==> src/rtl/correlator_pkg.sv <==
// Shared widths and arithmetic helpers for the per-channel correlator.
package correlator_pkg;

  localparam int BB_W_DEF  = 3;
  localparam int ACC_W_DEF = 16;

  // Signed add of an accumulator and a product, clamped to the accumulator
  // range instead of wrapping.
  function automatic logic signed [ACC_W_DEF-1:0] sat_add(
    input logic signed [ACC_W_DEF-1:0] acc,
    input logic signed [BB_W_DEF:0]    prod
  );
    logic signed [ACC_W_DEF:0]   sum;
    logic signed [ACC_W_DEF-1:0] res;
    sum = {acc[ACC_W_DEF-1], acc}
        + {{(ACC_W_DEF-BB_W_DEF){prod[BB_W_DEF]}}, prod};
    if (sum[ACC_W_DEF] != sum[ACC_W_DEF-1]) begin
      res = sum[ACC_W_DEF] ? {1'b1, {(ACC_W_DEF-1){1'b0}}}
                           : {1'b0, {(ACC_W_DEF-1){1'b1}}};
    end else begin
      res = sum[ACC_W_DEF-1:0];
    end
    return res;
  endfunction

  // Chip 1 passes the sample, chip 0 negates it. One extra bit keeps the
  // negated most-negative sample representable.
  function automatic logic signed [BB_W_DEF:0] chip_mul(
    input logic signed [BB_W_DEF-1:0] sample,
    input logic                       chip
  );
    logic signed [BB_W_DEF:0] ext;
    ext = {sample[BB_W_DEF-1], sample};
    return chip ? ext : -ext;
  endfunction

endpackage

==> src/rtl/correlator_accum_lane.sv <==
// One correlation lane: sample x chip, saturating integrate, dump register.
module accum_lane
  import correlator_pkg::*;
#(
  parameter int BB_W  = BB_W_DEF,
  parameter int ACC_W = ACC_W_DEF
) (
  input  logic             clk,
  input  logic             rstn,
  input  logic             sample_enable,
  input  logic             dump_enable,
  input  logic [BB_W-1:0]  sample,
  input  logic             chip,
  output logic [ACC_W-1:0] dump_val
);

  logic signed [BB_W:0]    prod;
  logic signed [ACC_W-1:0] sum;
  logic signed [ACC_W-1:0] acc_q, acc_d;
  logic signed [ACC_W-1:0] dump_q, dump_d;

  // Next accumulator / dump value; a coincident sample closes the old period.
  always_comb begin
    prod   = chip_mul($signed(sample), chip);
    sum    = sample_enable ? sat_add(acc_q, prod) : acc_q;
    acc_d  = sum;
    dump_d = dump_q;
    if (dump_enable) begin
      dump_d = sum;
      acc_d  = '0;
    end
  end

  // Lane state registers.
  always_ff @(posedge clk) begin
    if (!rstn) begin
      acc_q  <= '0;
      dump_q <= '0;
    end else begin
      acc_q  <= acc_d;
      dump_q <= dump_d;
    end
  end

  assign dump_val = dump_q;

endmodule

==> src/rtl/correlator_accum.sv <==
// Early/prompt/late I/Q correlation accumulator with dump status flags.
module correlator_accum
  import correlator_pkg::*;
#(
  parameter int BB_W  = BB_W_DEF,
  parameter int ACC_W = ACC_W_DEF
) (
  input  logic             clk,
  input  logic             rstn,
  input  logic             sample_enable,
  input  logic [BB_W-1:0]  i_bb,
  input  logic [BB_W-1:0]  q_bb,
  input  logic             early,
  input  logic             prompt,
  input  logic             late,
  input  logic             dump_enable,
  input  logic             status_read,
  output logic [ACC_W-1:0] i_early,
  output logic [ACC_W-1:0] q_early,
  output logic [ACC_W-1:0] i_prompt,
  output logic [ACC_W-1:0] q_prompt,
  output logic [ACC_W-1:0] i_late,
  output logic [ACC_W-1:0] q_late,
  output logic             accum_ready,
  output logic             accum_overrun
);

  // Lane order: even lanes take I, odd lanes take Q; pairs are E, P, L.
  logic [BB_W-1:0]  lane_sample [6];
  logic             lane_chip   [6];
  logic [ACC_W-1:0] lane_dump   [6];

  assign lane_sample[0] = i_bb;
  assign lane_sample[1] = q_bb;
  assign lane_sample[2] = i_bb;
  assign lane_sample[3] = q_bb;
  assign lane_sample[4] = i_bb;
  assign lane_sample[5] = q_bb;
  assign lane_chip[0]   = early;
  assign lane_chip[1]   = early;
  assign lane_chip[2]   = prompt;
  assign lane_chip[3]   = prompt;
  assign lane_chip[4]   = late;
  assign lane_chip[5]   = late;

  for (genvar k = 0; k < 6; k++) begin : g_lane
    accum_lane #(
      .BB_W  (BB_W),
      .ACC_W (ACC_W)
    ) u_lane (
      .clk           (clk),
      .rstn          (rstn),
      .sample_enable (sample_enable),
      .dump_enable   (dump_enable),
      .sample        (lane_sample[k]),
      .chip          (lane_chip[k]),
      .dump_val      (lane_dump[k])
    );
  end

  assign i_early  = lane_dump[0];
  assign q_early  = lane_dump[1];
  assign i_prompt = lane_dump[2];
  assign q_prompt = lane_dump[3];
  assign i_late   = lane_dump[4];
  assign q_late   = lane_dump[5];

  logic ready_q, ready_d;
  logic overrun_q, overrun_d;

  // Flag next state: a dump outranks a read in the same cycle.
  always_comb begin
    ready_d   = ready_q;
    overrun_d = overrun_q;
    if (status_read) begin
      ready_d   = 1'b0;
      overrun_d = 1'b0;
    end
    if (dump_enable) begin
      ready_d = 1'b1;
      if (ready_q) overrun_d = 1'b1;
    end
  end

  // Flag registers.
  always_ff @(posedge clk) begin
    if (!rstn) begin
      ready_q   <= 1'b0;
      overrun_q <= 1'b0;
    end else begin
      ready_q   <= ready_d;
      overrun_q <= overrun_d;
    end
  end

  assign accum_ready   = ready_q;
  assign accum_overrun = overrun_q;

endmodule
==> config.mk <==
export PLATFORM = sky130hd
export DESIGN_NAME = correlator_accum
export DESIGN_NICKNAME = d
export VERILOG_FILES = /design/src/rtl/correlator_pkg.sv /design/src/rtl/correlator_accum_lane.sv /design/src/rtl/correlator_accum.sv
export SDC_FILE = /design/constraint.sdc
export NUM_CORES = 1
export LEC_CHECK = 0
export CORE_MARGIN = 1
export CORE_UTILIZATION = 25
export DETAILED_ROUTE_END_ITERATION = 8
export GPL_TIMING_DRIVEN = 0
export SYNTH_ARGS = -nofsm -noshare
export SYNTH_HDL_FRONTEND = slang
export SYNTH_SLANG_ARGS = --single-unit
==> constraint.sdc <==
create_clock -name clk -period 10.7 [get_ports clk]
set_input_delay 2.14 -clock clk [delete_from_list [all_inputs] [get_ports clk]]
set_output_delay 2.14 -clock clk [all_outputs]
set_load 0.01 [all_outputs]
==> metrics.txt, run 1 <==
maximum clock path buffer count=2; hold worst-path end=g_lane[1].u_lane.acc_q[6]; design area=14900 sq um; Setup violations, final=0; total wire length=42.3 mm; RSZ-0062 raised after global routing=false; clock skew=0.0133 ns; cell row count=81; global-route wire length before repair=64.0 mm; First-pass DRT Iterations=5; Remaining DRCs=0; Tot GR Track Use=16.4%; effective utilization at floorplan=25.4%; Util after Layout=30.4%; crit path kind=input pin to flop; Routed wire per std cell=18.2 microns; maximum VDD drop=0.127 mV; Distinct cells, synth=82; postcts setup bufs=0; TritonCTS clock tree=built; post-synth top area cell=dfxtp_1; Placeable Area=49200 sq um; Layout Nets=1776; Crit. End Element=flop; switch share=36.4%; vias in the first global route=11440; Yosys warnings=0; Final GP Congestion=0.897; Worst Tran Pin Value=0.953 ns; FF-to-FF Start=g_lane[3].u_lane.acc_q[0]; total I/O pin count=112; Pint=1.37 mW; P_sw=0.786 mW; min-delay worst type=flop to flop; Critical R2R Capture=g_lane[3].u_lane.dump_val[15]; Port Buffers=104; register-to-register setup slack=7.23 ns; Die W=226 microns; number of CTS-inserted buffers=17; Total Neg Setup Slack=0 ns; main area contributors after synthesis=dfxtp_1 31%, ha_1 10%, a21oi_1 7.3%, o21ai_0 6.6%, nor2_1 5.4%; Worst Path Required=11.02 ns; clock sinks=194; Syn Inst Count=1529; Initial DRC Count=808; number of flops mapped to enable cells by yosys=0; Mapped Area=12500 sq um; DPL Wire Length=32.2 mm; vias per cell=5.17; #FFs+latches synth=194; Crit Path Max Fanout=8; initial antenna violation count=3; Syn Nets=1653; Gate power share=32.3%; average cell area after synthesis=8.17 sq um; htree depth=4; R2R cell count=13; DR vias=12052; total power=2.16 mW; Reg power frac=37.8%; Antenna Nets Post-Route=0; ratio of cells with drive above 1 in the final layout=5.41%; Worst-Skew Late Latency=0.47 ns; min-delay src=g_lane[1].u_lane.acc_q[6]; Hold Path Depth=2; final hold violations=0; clk slew on worst S/H paths=0.08 ns; CP startpoint kind=input pin; die area=50900 sq um; Syn-to-layout area delta=19.5%; share of the synthesized area in the top cell type=31.1%; Seq/Total Area, Yosys=31.1%; hold buffer count at CTS=0; DP Area=14400 sq um; total global routing overflow=0; cell area power density=144 nW/um^2; Slew Viols, Final=0; most used flip-flop cell after synthesis=dfxtp_1; Arr. time, crit path=6.55 ns; root cell of the clock tree=clkbuf_16; leakage=5.77 nW; die height=226 microns; Fmax=160 MHz; minimum clock period=6.23 ns; asr flop ratio synth=0%; ant diodes=0; clock power share=29.9%; pin count of the biggest net entering global routing=20; CTS resizes=0; Slew headroom=36.5%; max-cap violations=0; status=complete, no violations; final worst path period share=58.3%
layout make-up:
type	count	area (sq um)
buffer	84	363
clock buffer	17	425
clock inverter	15	144
fill	5195	34200
inverter	38	143
multi-input combinational	1213	8110
sequential	194	3880
tap	664	831
timing repair buffer	104	1040
placed cells by master (no fill, tap or decap), drive strengths merged, types with 9 or more instances in the layout:
cell type      synthesis  layout
clkdlybuf4s50          0     104
mux2i                 17      17
a31oi                 23      23
nand2b                10      10
a21o                  19      19
ha                   104     104
and3                  13      13
dfxtp                194     194
nor3                  34      34
a21oi                187     187
xnor2                 41      41
and2                  10      10
nand2                 72      72
a22oi                 18      18
xor2                  38      38
inv                   36      43
maj3                  18      18
a211oi                38      38
clkbuf                62      79
o21bai                 9       9
buf                   22      22
a2bb2oi               33      33
o21ai                173     173
o211ai                16      16
nand3                 25      25
nor2b                 16      16
nor2                 179     179
registers in the layout, summed over array words and instances, names as in the netlist:
signal                  count
g_lane.u_lane.acc_q        96
g_lane.u_lane.dump_val     96
accum_overrun               1
accum_ready                 1
layer usage:
layer  track usage (%)  up-vias  wire [microns]
met5                 0        -              23
met4              7.66        4            1690
met3              4.29       74            3180
met2              25.2      391           18300
met1              21.4     5706           19100
li1                  -     5877               -
cell usage after synthesis (all sizes together), types with 18 or more instances:
library cell,instances
ha,104
a2bb2oi,33
inv,36
clkbuf,62
maj3,18
o21ai,173
a21o,19
dfxtp,194
buf,22
nand2,72
a21oi,187
xnor2,41
nand3,25
nor3,34
a22oi,18
a211oi,38
a31oi,23
xor2,38
nor2,179
cell families after synthesis:
kind of cell	Yosys count	share of synthesized area, %
AOI/OAI and AO/OA	588	29.9
and+or+nand+nor	393	14.5
DFF	194	31.1
adders and majority gates	128	12.8
buffers and inverters	122	4.04
xor gates and xnor gates	79	5.60
muxes	25	2.08
power groups by stage:
| stage | clock network [mW] | registers [mW] | logic (mW) |
|---|---|---|---|
| 4_1_cts | 0.658 | 0.816 | 0.693 |
| 6_report | 0.644 | 0.816 | 0.697 |
| 3_5_place_dp | 0 | 0.832 | 0.688 |
| 2_1_floorplan | 0 | 0.831 | 0.467 |
| 5_1_grt | 0.683 | 0.822 | 0.766 |
| 3_3_place_gp | 0 | 0.832 | 0.678 |
per-stage QoR:
step | instances | hold slack [ns] | setup WS [ns]
after floorplan | 1529 | 0.462 | 5.52
after global placement | 2297 | 0.494 | 4.12
after detailed placement | 2297 | 0.501 | 4.05
after CTS | 2329 | 0.513 | 4.52
after global routing | 2329 | 0.531 | 4.18
final | 2329 | 0.516 | 4.47
critical path, cell delays in order:
cell             delay, ns
clkdlybuf4s50_1       0.75
inv_1                 0.10
ha_1                  0.35
mux2_2                0.32
ha_1                  0.30
a211oi_1              0.31
o21ai_0               0.22
a31oi_1               0.38
o21ai_0               0.22
a211oi_2              0.58
nor2_1                0.22
nor2_1                0.50
a211oi_1              0.15
worst max path at each step:
stage	start	slack, ns	endpoint
floorplan	i_bb[2]	5.52	g_lane[2].u_lane.dump_val[3]
global placement	q_bb[0]	4.12	g_lane[1].u_lane.dump_val[12]
detailed placement	q_bb[0]	4.05	g_lane[1].u_lane.dump_val[5]
CTS	q_bb[0]	4.52	g_lane[1].u_lane.dump_val[5]
global route	q_bb[0]	4.18	g_lane[1].u_lane.dump_val[11]
finish	q_bb[0]	4.47	g_lane[1].u_lane.dump_val[5]
No activity file was read; power rests on OpenSTA's default activity.
==> run 2: changes to the inputs <==
clock period = 5.2 ns   (was 10.7 ns; I/O delays follow)
==> run 2 against run 1 <==
  * First-iteration DRC count grew 6.3%
  * Clock power grew 100%
  * Worst hold slack lost 0.0015 ns
  * Final cell count is essentially flat
  * Power grew 110%
  * Critical path depth grew 1
  * Routed wire length grew 0.17%
  * Die area is the same
  * Critical path type unchanged
==> metrics.txt, run 2 (synthesis results as in run 1) <==
htree depth=4 (unchanged); Arr. time, crit path=5.29 ns (-1.26 ns); DR vias=12090 (+0.32%); die area=50900 sq um (unchanged); Placeable Area=49200 sq um (unchanged); Antenna Nets Post-Route=0 (unchanged); CP delay by family, top=compound AO/OA/AOI/OAI gates; Slew headroom=37.4% (+0.96 points); Cells after DPL=2297 (unchanged); Syn-to-layout area delta=19.8%; commonest non-fill, non-tap cell in the layout=dfxtp_1; ratio of cells with drive above 1 in the final layout=5.82% (+0.41 points); final worst path period share=95.8%; final setup margin=0.219 ns (-4.25 ns); clk slew on worst S/H paths=0.08 ns (about the same); CP startpoint kind=input pin; Port Buffers=104 (unchanged); Final GP Congestion=0.897 (unchanged); Total Neg Setup Slack=0 ns (unchanged); effective utilization at floorplan=25.4% (unchanged); First-pass DRT Iterations=5 (unchanged); Worst Tran Pin Value=0.938 ns (-0.0144 ns); buffers and inverters on the worst path=2 (unchanged); status=complete, no violations; number of CTS-inserted buffers=17 (unchanged); Crit Path Max Fanout=14 (+6); Critical R2R Capture=g_lane[3].u_lane.dump_val[15]; min-delay src=g_lane[1].u_lane.acc_q[6]; ant diodes=0 (unchanged); initial antenna violation count=3 (unchanged); total wire length=42.4 mm (+0.17%); total I/O pin count=112 (unchanged); Worst-Skew Late Latency=0.46 ns (about the same); Crit. End Element=flop; CP Cell Sequence=clkdlybuf4s50_1 > nor2_1 > nor3_1 > a21o_1 > ha_1 > and2_4 > a221oi_2 > or3b_1 > o22ai_2 > xnor2_1 > buf_6 > a21oi_1 > a22oi_1 > a21oi_1; R2R cell count=13 (unchanged); TritonCTS clock tree=built; Hold Path Depth=2 (unchanged); maximum clock path buffer count=2 (unchanged); die height=226 microns (unchanged); global-route wire length before repair=64.0 mm (unchanged); Die W=226 microns (unchanged); clock skew=0.0102 ns (-0.00309 ns); Remaining DRCs=0 (unchanged); max-cap violations=0 (unchanged); register-to-register setup slack=1.75 ns (-5.48 ns); highest cell delay on the worst timing path=0.77 ns (+0.02 ns); Worst Path Required=5.51 ns (-5.51 ns); most frequent cells in the layout=194 x dfxtp_1, 183 x a21oi_1, 178 x nor2_1, 165 x o21ai_0; Layout Nets=1778 (+0.11%); root cell of the clock tree=clkbuf_16; Tot GR Track Use=16.4% (unchanged); leakage=5.78 nW (+0.24%); DPL Wire Length=32.2 mm (unchanged); dpl ws=-0.351 ns (-4.40 ns); vias per cell=5.19 (+0.23%); Worst path most repeated cell=a21oi_1; crit path kind=input pin to flop; pin count of the biggest net entering global routing=20 (unchanged); cell area power density=297 nW/um^2 (+110%); hold buffer count at CTS=0 (unchanged); RSZ-0062 raised after global routing=false; Layout Cells excl Fill=2331 (+0.086%); vias in the first global route=11440 (unchanged); clock sinks=194 (unchanged); Initial DRC Count=859 (+6.3%); Slew Viols, Final=0 (unchanged); final hold violations=0 (unchanged); total global routing overflow=0 (unchanged); min-delay worst type=flop to flop; minimum clock period=4.98 ns; cell row count=81 (unchanged); FF-to-FF Start=g_lane[3].u_lane.acc_q[0]; hold worst-path end=g_lane[1].u_lane.acc_q[6]; Fmax=201 MHz; Routed wire per std cell=18.2 microns (about the same); maximum VDD drop=0.257 mV (+100%); Setup violations, final=0 (unchanged); slowest CP cell=clkdlybuf4s50_1
[run 2: cell types whose count changed in the layout (fill, tap and decap cells not counted), sizes merged]
cell / delta
buf: +2
[run 2: area by class of cell]
class                      count  area, sq um
fill                        5194        34200
multi-input combinational   1213         8130
sequential                   194         3880
timing repair buffer         106         1060
tap                          664          831
clock buffer                  17          425
buffer                        84          364
clock inverter                15          144
inverter                      38          143
[run 2: worst max path at each step]
stage / from / to / slack, ns / cells past startpoint
after global routing: i_bb[0] / g_lane[0].u_lane.dump_val[2] / 0.01 / 13
after floorplan: i_bb[2] / g_lane[2].u_lane.dump_val[3] / 1.12 / 13
final: q_bb[0] / g_lane[5].u_lane.dump_val[4] / 0.22 / 14
after detailed placement: q_bb[0] / g_lane[1].u_lane.dump_val[5] / -0.35 / 13
after global placement: q_bb[0] / g_lane[1].u_lane.dump_val[12] / -0.28 / 13
after CTS: q_bb[0] / g_lane[1].u_lane.dump_val[5] / 0.12 / 13
[run 2: worst reg2reg max path, cell delays in order (launching register included)]
cell and delay [ns]:
dfxtp_1 0.35, ha_1 0.21, inv_1 0.07, fa_1 0.40, nand2b_1 0.20, a21oi_1 0.25
o21ai_0 0.22, o21ai_0 0.47, a31o_2 0.28, buf_2 0.21, buf_2 0.29, a21oi_1 0.13
mux2i_1 0.19, nor2_1 0.06
[run 2: report_power, final]
| group | internal (mW) | switching, mW | total [mW] | leakage [nW] |
|---|---|---|---|---|
| combinational | 0.597 | 0.848 | 1.45 | 3.92 |
| clock | 0.636 | 0.685 | 1.32 | 0.272 |
| sequential | 1.60 | 0.0849 | 1.68 | 1.59 |
[run 2: routing by layer]
metal	share of wire (%)	wire length (microns)	vias up	global-route usage (%)
li1	-	-	5870	-
met1	45	19000	5755	21.4
met2	44	18500	387	25.2
met3	7.6	3220	74	4.29
met4	3.8	1610	4	7.66
met5	0.042	18	-	0
[run 2: repair_timing]
item                       CTS  global route
resized for setup            0             9
setup endpoints to repair    0            18
buffers inserted             0             2
[run 2: through the flow]
stage	hold slack, ns	area [sq um]	util (%)	power (mW)
3_5_place_dp	0.501	14400	29.2	3.13
6_report	0.514	15000	30.5	4.45
3_3_place_gp	0.494	14400	29.2	3.11
2_1_floorplan	0.462	12500	-	2.67
5_1_grt	0.531	15000	30.5	4.68
4_1_cts	0.513	14900	30.4	4.46
